**src/rtl/arb_pkg.sv**
```systemverilog
// arb_pkg: shared constants, state encoding and the round-robin search for rr_arbiter_8
package arb_pkg;

    localparam int NREQ     = 8;
    localparam int IDX_W    = 3;
    localparam int MAX_HOLD = 16;
    localparam int HOLD_W   = 5;

    typedef enum logic {ARB_IDLE, ARB_GRANT} arb_state_e;

    // First set bit of req searching ptr+1, ptr+2, ... wrapping 7 -> 0; ptr itself is checked last
    function automatic logic [IDX_W-1:0] next_winner(input logic [NREQ-1:0] req, input logic [IDX_W-1:0] ptr);
        logic [IDX_W-1:0] w;
        logic [IDX_W-1:0] idx;
        logic             found;
        w     = ptr;
        found = 1'b0;
        for (int i = 1; i <= NREQ; i++) begin
            idx = ptr + IDX_W'(i);
            if (!found && req[idx]) begin
                w     = idx;
                found = 1'b1;
            end
        end
        return w;
    endfunction

endpackage

```
**src/rtl/decoder_3to8.sv**
```systemverilog
// decoder_3to8: enabled 3-to-8 one-hot decoder, A is the MSB of the select
module decoder_3to8 (
    input  logic       A,
    input  logic       B,
    input  logic       C,
    input  logic       en,
    output logic [7:0] Y
);

    // One-hot decode of {A,B,C}, all zero when disabled
    always_comb Y = en ? 8'h01 << {A, B, C} : 8'h00;

endmodule

```
**src/rtl/rr_arbiter_8.sv**
```systemverilog
// rr_arbiter_8: 8-way round-robin arbiter holding each grant until release; optional hold limit via ARB_HOLD_LIMIT_EN
module rr_arbiter_8
    import arb_pkg::*;
(
    input  logic       clk,
    input  logic       rst_n,
    input  logic [7:0] req,
    output logic [2:0] grant_idx,
    output logic       grant_en,
    output logic [7:0] grant,
    output logic       busy
);

    arb_state_e       state_q, state_d;
    logic [IDX_W-1:0] grant_idx_q, grant_idx_d;
    logic [IDX_W-1:0] ptr_q, ptr_d;
    logic [NREQ-1:0]  owner_oh;
    logic [NREQ-1:0]  cand;
    logic [IDX_W-1:0] win;
    logic             owner_done;
    logic             preempt;
`ifdef ARB_HOLD_LIMIT_EN
    logic [HOLD_W-1:0] hold_cnt_q, hold_cnt_d;
`endif

    // Next grant: the owner is masked out so a handoff never lands back on it
    always_comb begin
        owner_oh    = {{(NREQ-1){1'b0}}, 1'b1} << grant_idx_q;
        cand        = (state_q == ARB_GRANT) ? req & ~owner_oh : req;
        win         = next_winner(cand, ptr_q);
        owner_done  = !req[grant_idx_q];
        state_d     = state_q;
        grant_idx_d = grant_idx_q;
        ptr_d       = ptr_q;
`ifdef ARB_HOLD_LIMIT_EN
        hold_cnt_d  = hold_cnt_q;
        preempt     = hold_cnt_q == HOLD_W'(MAX_HOLD - 1);
`else
        preempt     = 1'b0;
`endif
        if ((state_q == ARB_IDLE && |req) || (state_q == ARB_GRANT && (owner_done || preempt) && |cand)) begin
            state_d     = ARB_GRANT;
            grant_idx_d = win;
            ptr_d       = win;
`ifdef ARB_HOLD_LIMIT_EN
            hold_cnt_d  = '0;
`endif
        end else if (state_q == ARB_GRANT && owner_done) begin
            state_d = ARB_IDLE;
        end
`ifdef ARB_HOLD_LIMIT_EN
        else if (state_q == ARB_GRANT && !preempt) begin
            hold_cnt_d = hold_cnt_q + 1'b1;
        end
`endif
    end

    // State register; pointer resets to 7 so requester 0 wins first
    always_ff @(posedge clk or negedge rst_n) begin
        if (!rst_n) begin
            state_q     <= ARB_IDLE;
            grant_idx_q <= '0;
            ptr_q       <= IDX_W'(NREQ - 1);
`ifdef ARB_HOLD_LIMIT_EN
            hold_cnt_q  <= '0;
`endif
        end else begin
            state_q     <= state_d;
            grant_idx_q <= grant_idx_d;
            ptr_q       <= ptr_d;
`ifdef ARB_HOLD_LIMIT_EN
            hold_cnt_q  <= hold_cnt_d;
`endif
        end
    end

    assign grant_idx = grant_idx_q;
    assign grant_en  = state_q == ARB_GRANT;
    assign busy      = grant_en | (|req);

    decoder_3to8 u_dec (
        .A  (grant_idx_q[2]),
        .B  (grant_idx_q[1]),
        .C  (grant_idx_q[0]),
        .en (grant_en),
        .Y  (grant)
    );

endmodule

```
**config.mk**
```make
export PLATFORM = sky130hd
export DESIGN_NAME = rr_arbiter_8
export DESIGN_NICKNAME = d
export VERILOG_FILES = /design/src/rtl/arb_pkg.sv /design/src/rtl/decoder_3to8.sv /design/src/rtl/rr_arbiter_8.sv
export SDC_FILE = /design/constraint.sdc
export NUM_CORES = 1
export LEC_CHECK = 0
export BUFFER_PORTS_ARGS = -buffer_cell sky130_fd_sc_hd__buf_4
export CORE_MARGIN = 4
export CORE_UTILIZATION = 40
export DETAILED_ROUTE_END_ITERATION = 16
export HOLD_SLACK_MARGIN = 0.08
export PLACE_DENSITY_LB_ADDON = 0.25
export REMOVE_ABC_BUFFERS = 1
export SYNTH_ARGS = -nofsm -noshare
export SYNTH_HDL_FRONTEND = slang
export SYNTH_SLANG_ARGS = --single-unit
```
**constraint.sdc**
```tcl
create_clock -name clk -period 3 [get_ports clk]
set_input_delay 0.3 -clock clk [delete_from_list [all_inputs] [get_ports clk]]
set_output_delay 0.3 -clock clk [all_outputs]
set_load 0.01 [all_outputs]
```
==> metrics, run 1 <==
outcome completed; Final ANT Viol Nets 0; final setup violating endpoints 0; CTS root buffer clkbuf_8; CTS buffer count 3; CP Data Arrival Time 2.95 ns; synthesis-to-layout area growth 19.75%; Global Route Usage Sum 0.1924; Via density 6.110; io pins 23; first-pass GRT wire length 7907 µm; ratio of cells with drive above 1 in the final layout 0.3021; crit path kind flip-flop to flip-flop; Die Span X 71.79 µm; DR iter-0 viols 121; clock transition at the registers of the reported paths 0.04 ns; YS warnings 0; global route overflow 0; RSZ-0062 raised after global routing no; xor/xnor cell area share of the yosys netlist 0.06457; initial antenna violation count 0; Synth Area in Adders 0.01537; Seq/Total Area, Yosys 0.1099; # rows 22; antenna cells 0; Die ar. 5154 µm²; crit-path cells buf_4, mux2_2, o31a_1, mux4_2, nor2_1, nand3_1, a211oi_2, a211oi_1, nor3_1; largest net degree at the start of global routing 12; multiplexer area fraction after synthesis 0.1845; # resized after CTS 0; Routed WL per cell 17.16 µm; worst-margin pin slew 0.5168 ns; post-synth cell types 66; count of non-filler cells in the finished layout 283; simple-gate share of the synthesized area 0.2260; DRC errors left 0; setup_tns 0 ns; clk sinks 7; worst hold path class input pin to flip-flop; Final Hold Vio Count 0; Critical Path Sink Type flip-flop; placed cells 277; vias in the first global route 1581; Synth Flop Type dfrtp_1; Final Wtd Congestion 0.9651; dpl hpwl 3965 µm; Cells after Synth 204; CP bufs+invs 1; Core ar. 3799 µm²; Post-synth ARST share 1.000; Required @ worst endpoint 3.14 ns; # nets final 248; Yosys reg bits 7; fin area 1949 µm²; Synth Cell Area 1628 µm²; slowest stage delay, CP 0.54 ns; CP startpoint kind flip-flop; detailed-route via count 1729; largest family of logic cells by synthesized area compound AO/OA/AOI/OAI gates; Synth Area in Compound Gates 0.3090; number of port buffers 22; max cap viols 0; Placement Cell Area 1886 µm²; Die Span Y 71.79 µm; clk buf depth 2; First-pass DRT Iterations 4; syn avg cell area 7.979 µm²; Worst Skew 0.004068 ns; CTS tree done; fin crit period 2.813 ns; initial core utilization 0.4285; slowest cell on the critical path mux4_2; Slew Limit Fails 0; Post-synth EDFFs 0; Slew Limit Headroom 0.6534; fin crit share 0.9375; Worst-Skew Late Latency 0.23 ns; worst-path fanout max 11; Max Clock Freq 355.6 MHz; Routed Wire Length 4856 µm; H-tree levels 1; Worst path top cell family by delay multiplexers
## cells in the final DEF, fill, tap and decap left out, types with 4 or more instances in the layout
cell	n
xnor2_1	7
mux2_2	4
dfrtp_1	4
nand2_1	18
xor2_1	5
o21ai_0	9
nand3_1	4
nor3_1	4
a21oi_1	8
nor2b_1	5
nand4_1	4
mux2i_1	12
mux4_2	6
buf_4	41
o22ai_1	4
inv_1	8
nor2_1	15
a211oi_1	8
## worst min-delay path, stage by stage
cell     delay, ns
buf_4         0.11
nor2_1        0.06
nand3_1       0.11
## synthesized netlist by cell type (all sizes together), types with 2 or more instances
cell type   n  area [µm²]
nand2      18       67.56
nor2       15       56.30
buf        12       91.34
mux2i      12       120.1
inv        11       41.29
o21ai      11       58.80
a211oi      9       72.57
a21oi       8       40.04
xnor2       7       61.31
mux4        6       135.1
nor2b       5       31.28
nor3        5       30.03
xor2        5       43.79
dfrtp       4       100.1
mux2        4       45.04
nand3       4       20.02
nand4       4       25.02
o211ai      4       35.03
o22ai       4       25.02
a22oi       3       22.52
clkbuf      3       11.26
dfstp       3       78.83
nand2b      3       18.77
o32ai       3       33.79
a31oi       2       12.51
a32oi       2       17.52
and2        2       12.51
and3b       2       17.52
ha          2       25.02
nand4b      2       17.52
o211a       2       20.02
o21bai      2       15.01
o31ai       2       20.02
## layer usage
| layer | vias to the layer above | routed length [µm] | global-route usage |
|---|---|---|---|
| met2 | 56 | 2254 | 0.3010 |
| met1 | 821 | 2255 | 0.2749 |
| met4 | 0 | 46 | 0.03549 |
| li1 | 845 | - | - |
| met3 | 7 | 300 | 0.03787 |
| met5 | - | 0 | 0 |
## sequential cells by signal, indices dropped and copies added (netlist names)
signal / cells
grant_en: 1
ptr_q: 3
grant_idx: 3
## cells by family (layout without fill, tap and decap cells)
group | after synthesis | count (layout)
AO/OA/AOI/OAI | 66 | 66
XOR/XNOR | 12 | 12
adder cells (fa/ha/maj) | 2 | 2
buffers and inverters | 27 | 58
flip-flops | 7 | 7
multiplexers | 22 | 22
AND/OR/NAND/NOR | 68 | 68
## stage by stage
| step | hold slack [ns] | util | worst slack [ns] |
|---|---|---|---|
| after floorplan | 0.004409 | - | 0.007555 |
| after global placement | 0.1147 | 0.4964 | 0.2148 |
| after detailed placement | 0.1135 | 0.4964 | 0.1897 |
| after CTS | 0.4055 | 0.5112 | 0.1762 |
| after global routing | 0.4154 | 0.5132 | 0.003150 |
| final | 0.4052 | 0.5132 | 0.1875 |
## path summary, 6_finish.rpt
kind	startpoint	endpoint	slack (ns)	depth (start not counted)
worst max-delay path	ptr_q[0]	ptr_q[2]	0.19	9
worst min-delay path	req[3]	grant_en	0.41	3
worst max register to register	ptr_q[0]	ptr_q[2]	0.19	9
worst min register to register	ptr_q[0]	ptr_q[0]	0.64	2
max in group asynchronous	rst_n	ptr_q[2]	2.37	2
min in group asynchronous	rst_n	grant_idx[1]	0.42	2
## repair_timing
item                                    in CTS  in global routing
hold endpoints to repair                     7                  0
buffers inserted                             0                  1
hold buffers                                 1                  0
endpoints found under the setup margin       0                  2
## layout make-up
cell class                      instances  area (µm²)
Multi-Input combinational cell        170        1301
Inverter                               12       45.04
Tap cell                               48       60.06
Fill cell                             368        1849
Timing Repair Buffer                   42       317.8
Clock inverter                          1       5.005
Sequential cell                         7       178.9
Clock buffer                            3       41.29
Power of run 1 is not shown: default switching activity piles up to over one toggle a cycle in this logic, so the estimate is an artifact.
==> run 2: changes to the inputs <==
--- a/config.mk
+++ b/config.mk
@@ -12,6 +12,7 @@
 export HOLD_SLACK_MARGIN = 0.08
 export PLACE_DENSITY_LB_ADDON = 0.25
 export REMOVE_ABC_BUFFERS = 1
+export SETUP_SLACK_MARGIN = 0.2
 export SYNTH_ARGS = -nofsm -noshare
 export SYNTH_HDL_FRONTEND = slang
 export SYNTH_SLANG_ARGS = --single-unit
==> constraint.sdc (replaced) <==
create_clock -name clk -period 2.7 [get_ports clk]
set_input_delay 0.27 -clock clk [delete_from_list [all_inputs] [get_ports clk]]
set_output_delay 0.27 -clock clk [all_outputs]
set_load 0.01 [all_outputs]
==> metrics, run 2 (same netlist as run 1, synthesis figures left out) <==
outcome completed (unchanged); global route overflow 0 (unchanged); Die Span Y 71.79 µm (unchanged); RSZ-0062 raised after global routing yes (was no); first-pass GRT wire length 8928 µm (was 7907 µm); Worst Skew 0.001584 ns (was 0.004068 ns); number of fillers in the final layout 328 (was 368); DRC errors left 0 (unchanged); DR iter-0 viols 111 (was 121); max cap viols 0 (unchanged); Die Span X 71.79 µm (unchanged); Routed Wire Length 5582 µm (was 4856 µm); worst-margin pin slew 0.3712 ns (was 0.5168 ns); CTS root buffer clkbuf_8 (unchanged); Crit. Startpoint grant_idx[2] (was ptr_q[0]); clk sinks 7 (unchanged); number of port buffers 22 (unchanged); synthesis-to-layout area growth 51.19% (was 19.75%); Final Wtd Congestion 0.9063 (was 0.9651); CTS tree done (unchanged); Core ar. 3799 µm² (unchanged); largest net degree at the start of global routing 20 (was 12); Required @ worst endpoint 2.85 ns (was 3.14 ns); Via density 5.858 (was 6.110); Worst-Skew Late Latency 0.23 ns (about the same); fin crit period 2.646 ns (was 2.813 ns); FF-to-FF setup slack 0.05 ns (was 0.19 ns); Slew Limit Headroom 0.7461 (was 0.6534); worst-path fanout max 8 (was 11); fin crit share 0.9802 (was 0.9375); Slew Limit Fails 0 (unchanged); Global Route Usage Sum 0.2149 (was 0.1924); clk buf depth 2 (unchanged); detailed-route via count 1863 (was 1729); clock transition at the registers of the reported paths 0.04 ns (about the same); # nets final 283 (was 248); Die ar. 5154 µm² (unchanged); # rows 22 (unchanged); worst hold path class input pin to async pin (was input pin to flip-flop); Critical Path Sink Type flip-flop (unchanged); final setup violating endpoints 0 (unchanged); dpl hpwl 4137 µm (was 3965 µm); Final Hold Vio Count 0 (unchanged); crit path to ptr_q[1] (was ptr_q[2]); setup_tns 0 ns (unchanged); CP Data Arrival Time 2.80 ns (was 2.95 ns); ratio of cells with drive above 1 in the final layout 0.5185 (was 0.3021); worst reg2reg endpoint ptr_q[1] (was ptr_q[2]); First-pass DRT Iterations 4 (unchanged); initial antenna violation count 0 (unchanged); Fin Hold WS 0.3870 ns (was 0.4052 ns); Final ANT Viol Nets 0 (unchanged); Final Core Density 0.6479 (was 0.5132); vias in the first global route 1774 (was 1581); Max Clock Freq 377.9 MHz (was 355.6 MHz); Routed WL per cell 17.55 µm (was 17.16 µm); Placement Cell Area 2046 µm² (was 1886 µm²); Reg2Reg Launch Point grant_idx[2] (was ptr_q[0]); crit path kind flip-flop to flip-flop (unchanged); fin area 2461 µm² (was 1949 µm²); initial core utilization 0.4285 (unchanged); most frequent cells in the layout buf_4, nand2_1, nor2_1 (unchanged); H-tree levels 1 (unchanged); CP startpoint kind flip-flop (unchanged); reg2reg path depth 10 (was 9); most common cell after layout, fill and taps aside buf_4 (unchanged); antenna cells 0 (unchanged); CTS buffer count 3 (unchanged); io pins 23 (unchanged)
==> run 2: area by class of cell <==
class,count,area (µm²),share of cell area
inverter,12,45.04,0.01830
tap,48,60.06,0.02440
timing repair buffer,77,609.3,0.2476
sequential,7,182.7,0.07422
clock buffer,4,45.04,0.01830
multi-input combinational,170,1519,0.6172
==> run 2: how the worst min path moves through the flow <==
stage               startpoint      endpoint  depth (start not counted)
global placement         rst_n      grant_en                          1
detailed placement       rst_n  grant_idx[0]                          1
global route            req[3]      grant_en                          3
CTS                     req[3]      grant_en                          3
floorplan                rst_n      grant_en                          0
finish                   rst_n  grant_idx[0]                          2
==> run 2: timing repair <==
| action | CTS | global route |
|---|---|---|
| hold endpoints to repair | 7 | 0 |
| hold buffers | 1 | 0 |
| cloned | 0 | 0 |
| buffers inserted | 9 | 9 |
| endpoints found under the setup margin | 6 | 6 |
| pin swaps | 10 | 9 |
| gates resized for setup | 22 | 22 |
==> run 2: worst max-delay path: stages (launching register included) <==
cell and delay, ns:
dfrtp_2 0.46, buf_4 0.19, nor3b_4 0.28, a21oi_2 0.11, mux4_2 0.53, buf_4 0.17
nor2_4 0.12, a31oi_1 0.10, o32a_1 0.19, or3_4 0.35, o211ai_2 0.08
==> run 2: stage by stage <==
step                      instances  worst slack [ns]
after global routing            318          -0.02607
after floorplan                 189           -0.2924
final                           318           0.05357
after global placement          295          -0.06060
after detailed placement        295          -0.07410
after CTS                       309           0.09446
==> run 2: metal layers <==
metal / vias to the layer above / track usage / routed length, µm
li1: 914 / - / -
met1: 889 / 0.2985 / 2473
met2: 54 / 0.3541 / 2733
met3: 6 / 0.03366 / 333
met4: 0 / 0.03758 / 42
met5: - / 0 / 0
Power of run 2 is left out for the same reason.
==> run 3: changes to the inputs <==
--- a/config.mk
+++ b/config.mk
@@ -5,6 +5,7 @@
 export SDC_FILE = /design/constraint.sdc
 export NUM_CORES = 1
 export LEC_CHECK = 0
+export ABC_AREA = 1
 export BUFFER_PORTS_ARGS = -buffer_cell sky130_fd_sc_hd__buf_4
 export CORE_MARGIN = 4
 export CORE_UTILIZATION = 40
@@ -15,4 +16,5 @@
 export SETUP_SLACK_MARGIN = 0.2
 export SYNTH_ARGS = -nofsm -noshare
 export SYNTH_HDL_FRONTEND = slang
+export SYNTH_HIERARCHICAL = 1
 export SYNTH_SLANG_ARGS = --single-unit
==> constraint.sdc (replaced) <==
create_clock -name clk -period 2.4 [get_ports clk]
set_input_delay 0.24 -clock clk [delete_from_list [all_inputs] [get_ports clk]]
set_output_delay 0.24 -clock clk [all_outputs]
set_load 0.01 [all_outputs]
==> metrics, run 3 <==
Slew Limit Headroom 0.6644 (was 0.7461); worst reg2reg endpoint grant_idx[2] (was ptr_q[1]); # nets final 280 (was 283); Slew Limit Fails 0 (unchanged); crit path kind flip-flop to flip-flop (unchanged); Core ar. 3128 µm² (was 3799 µm²); CP startpoint kind flip-flop (unchanged); Cells after Synth 219 (was 204); ratio of cells with drive above 1 in the final layout 0.4794 (was 0.5185); Final Wtd Congestion 0.9218 (was 0.9063); synth top area cells nand2_1, nand3_1, nand3_2 (was mux4_2, mux2i_1, dfrtp_1); first-pass GRT wire length 6299 µm (was 8928 µm); reg2reg path depth 18 (was 10); most frequent cells in the layout nand2_1, buf_4, nand3_1 (was buf_4, nand2_1, nor2_1); global route overflow 0 (unchanged); Required @ worst endpoint 2.58 ns (was 2.85 ns); antenna cells 0 (unchanged); Final Core Density 0.6232 (was 0.6479); synthesis-to-layout area growth 44.93% (was 51.19%); # rows 20 (was 22); Die ar. 4354 µm² (was 5154 µm²); vias in the first global route 1389 (was 1774); DRC errors left 0 (unchanged); Post-synth EDFFs 0 (unchanged); share of the synthesized area in the top cell type 0.1898 (was 0.08301); cell count of the worst hold path 3; CTS tree done (unchanged); Routed WL per cell 13.03 µm (was 17.55 µm); outcome completed (unchanged); Hold Crit Start req[0]; Synth Cell Area 1345 µm² (was 1628 µm²); worst hold endpoint grant_en; fin crit period 2.214 ns (was 2.646 ns); number of port buffers 22 (unchanged); most common cell after layout, fill and taps aside nand2_1 (was buf_4); most common cell in the synthesized netlist nand2_1 (unchanged); RSZ-0062 raised after global routing yes (unchanged); Final ANT Viol Nets 0 (unchanged); worst-path fanout max 8 (unchanged); slowest stage delay, CP 0.48 ns (was 0.53 ns); H-tree levels 1 (unchanged); clk buf depth 2 (unchanged); crit-path cells buf_6, nor2_4, nand2_2, nand3_1, nand3_1, nand2_2, nand2_2, nand2_4, nand2_4, nor2_8, nand3_4, nand2_2, inv_2, nand2_1, nand2_1, nand2_1, nand3_2, nand2_1 (was buf_4, nor3b_4, a21oi_2, mux4_2, buf_4, nor2_4, a31oi_1, o32a_1, or3_4, o211ai_2); Via density 5.270 (was 5.858); Global Route Usage Sum 0.1793 (was 0.2149); initial core utilization 0.4300 (was 0.4285); fin crit share 0.9226 (was 0.9802); CTS buffer count 3 (unchanged); Final Hold Vio Count 0 (unchanged); Reg2Reg Launch Point grant_idx[1] (was grant_idx[2]); DR iter-0 viols 236 (was 111); Die Span Y 65.99 µm (was 71.79 µm); clock transition at the registers of the reported paths 0.06 ns (was 0.04 ns); Synth Flop Type dfrtp_1 (unchanged); dpl hpwl 2870 µm (was 4137 µm); detailed-route via count 1639 (was 1863); io pins 23 (unchanged); Routed Wire Length 4053 µm (was 5582 µm); Yosys reg bits 7 (unchanged); First-pass DRT Iterations 5 (was 4); initial antenna violation count 0 (unchanged); most instantiated cells after synthesis nand2_1, nand3_1, inv_1, nand3_2, nor2_1 (was nand2_1, nor2_1, mux2i_1, o21ai_0); setup_tns 0 ns (unchanged); Critical Path Sink Type flip-flop (unchanged); max cap viols 0 (unchanged); Die Span X 65.99 µm (was 71.79 µm); Post-synth ARST share 1.000 (unchanged); YS warnings 6 (was 0); worst-margin pin slew 0.4988 ns (was 0.3712 ns); CTS root buffer clkbuf_4 (was clkbuf_8); Fin Hold WS 0.2741 ns (was 0.3870 ns); placed cells 287 (was 295); count of non-filler cells in the finished layout 311 (was 318); Max Clock Freq 451.6 MHz (was 377.9 MHz); syn avg cell area 6.142 µm² (was 7.979 µm²); Worst Skew 0.01232 ns (was 0.001584 ns); Seq/Total Area, Yosys 0.1330 (was 0.1099); post-synth cell types 32 (was 66); FF-to-FF setup slack 0.19 ns (was 0.05 ns); slowest cell on the critical path dfrtp_2 (was mux4_2); number of fillers in the final layout 280 (was 328); Worst-Skew Late Latency 0.26 ns (was 0.23 ns); biggest area consumer among synthesized cells nand2_1 (was mux4_2); final setup violating endpoints 0 (unchanged); largest net degree at the start of global routing 10 (was 20); CP Data Arrival Time 2.40 ns (was 2.80 ns); clk sinks 7 (unchanged); worst hold path class input pin to flip-flop (was input pin to async pin)
-- run 3: cell count changes in the layout (fill, tap and decap cells not counted), sizes merged, moves of 6 or more --
cell,delta
nand2,+64
inv,+16
a211oi,-9
nand3,+48
mux2i,-12
xnor2,-7
mux4,-6
buf,-29
-- run 3: layer usage --
metal	GRT usage	share of wire	routed length, µm	vias up
li1	-	-	-	828
met1	0.2697	0.46	1859	742
met2	0.2791	0.47	1922	61
met3	0.01531	0.054	220	8
met4	0.03046	0.012	50	0
met5	0	0	0	-
-- run 3: repair_timing --
action | in CTS | in global routing
hold buffers | 1 | 0
buffers inserted | 6 | 13
gates resized for setup | 14 | 34
hold endpoints to repair | 7 | 0
pin swaps | 5 | 19
endpoints found under the setup margin | 5 | 6
-- run 3: how the worst max path moves through the flow --
stage	end	start	depth (start not counted)	slack (ns)
final	grant_idx[2]	grant_idx[1]	18	0.19
after global routing	grant_idx[2]	grant_idx[0]	18	0.009
after CTS	grant_idx[2]	ptr_q[0]	16	0.20
after detailed placement	grant_idx[1]	ptr_q[0]	16	0.14
after global placement	grant_idx[1]	ptr_q[0]	16	0.14
after floorplan	grant_idx[1]	ptr_q[0]	16	-0.004
-- run 3: per-stage QoR --
stage                     area [µm²]  worst slack [ns]
final                           1949            0.1857
after global routing            1949          0.008983
after CTS                       1715            0.2010
after detailed placement        1579            0.1428
after global placement          1579            0.1427
after floorplan                 1314         -0.004272
-- run 3: kinds of logic (layout without fill, tap and decap cells) --
| kind of cell | count (synthesis) | in the layout | share of synthesized area |
|---|---|---|---|
| adders and majority gates | 2 | 2 | 0.01860 |
| and+or+nand+nor | 161 | 161 | 0.6614 |
| DFF | 7 | 7 | 0.1330 |
| buffers and inverters | 31 | 79 | 0.09861 |
| xor gates and xnor gates | 3 | 3 | 0.01954 |
| AOI/OAI and AO/OA | 15 | 15 | 0.06885 |
-- run 3: layout make-up --
type,instances,area (µm²),share of cell area
Clock inverter,1,5.005,0.002567
Inverter,27,106.4,0.05456
Timing Repair Buffer,48,381.6,0.1958
Clock buffer,3,22.52,0.01155
Tap cell,44,55.05,0.02824
Sequential cell,7,183.9,0.09435
Multi-Input combinational cell,181,1195,0.6130
-- run 3: critical path, delay by kind of cell (launching register included) --
family                 cells  cell delay, ns
buffers and inverters      2            0.18
AND/OR/NAND/NOR           16            1.47
flip-flops                 1            0.48
Power of run 3 is left out for the same reason.
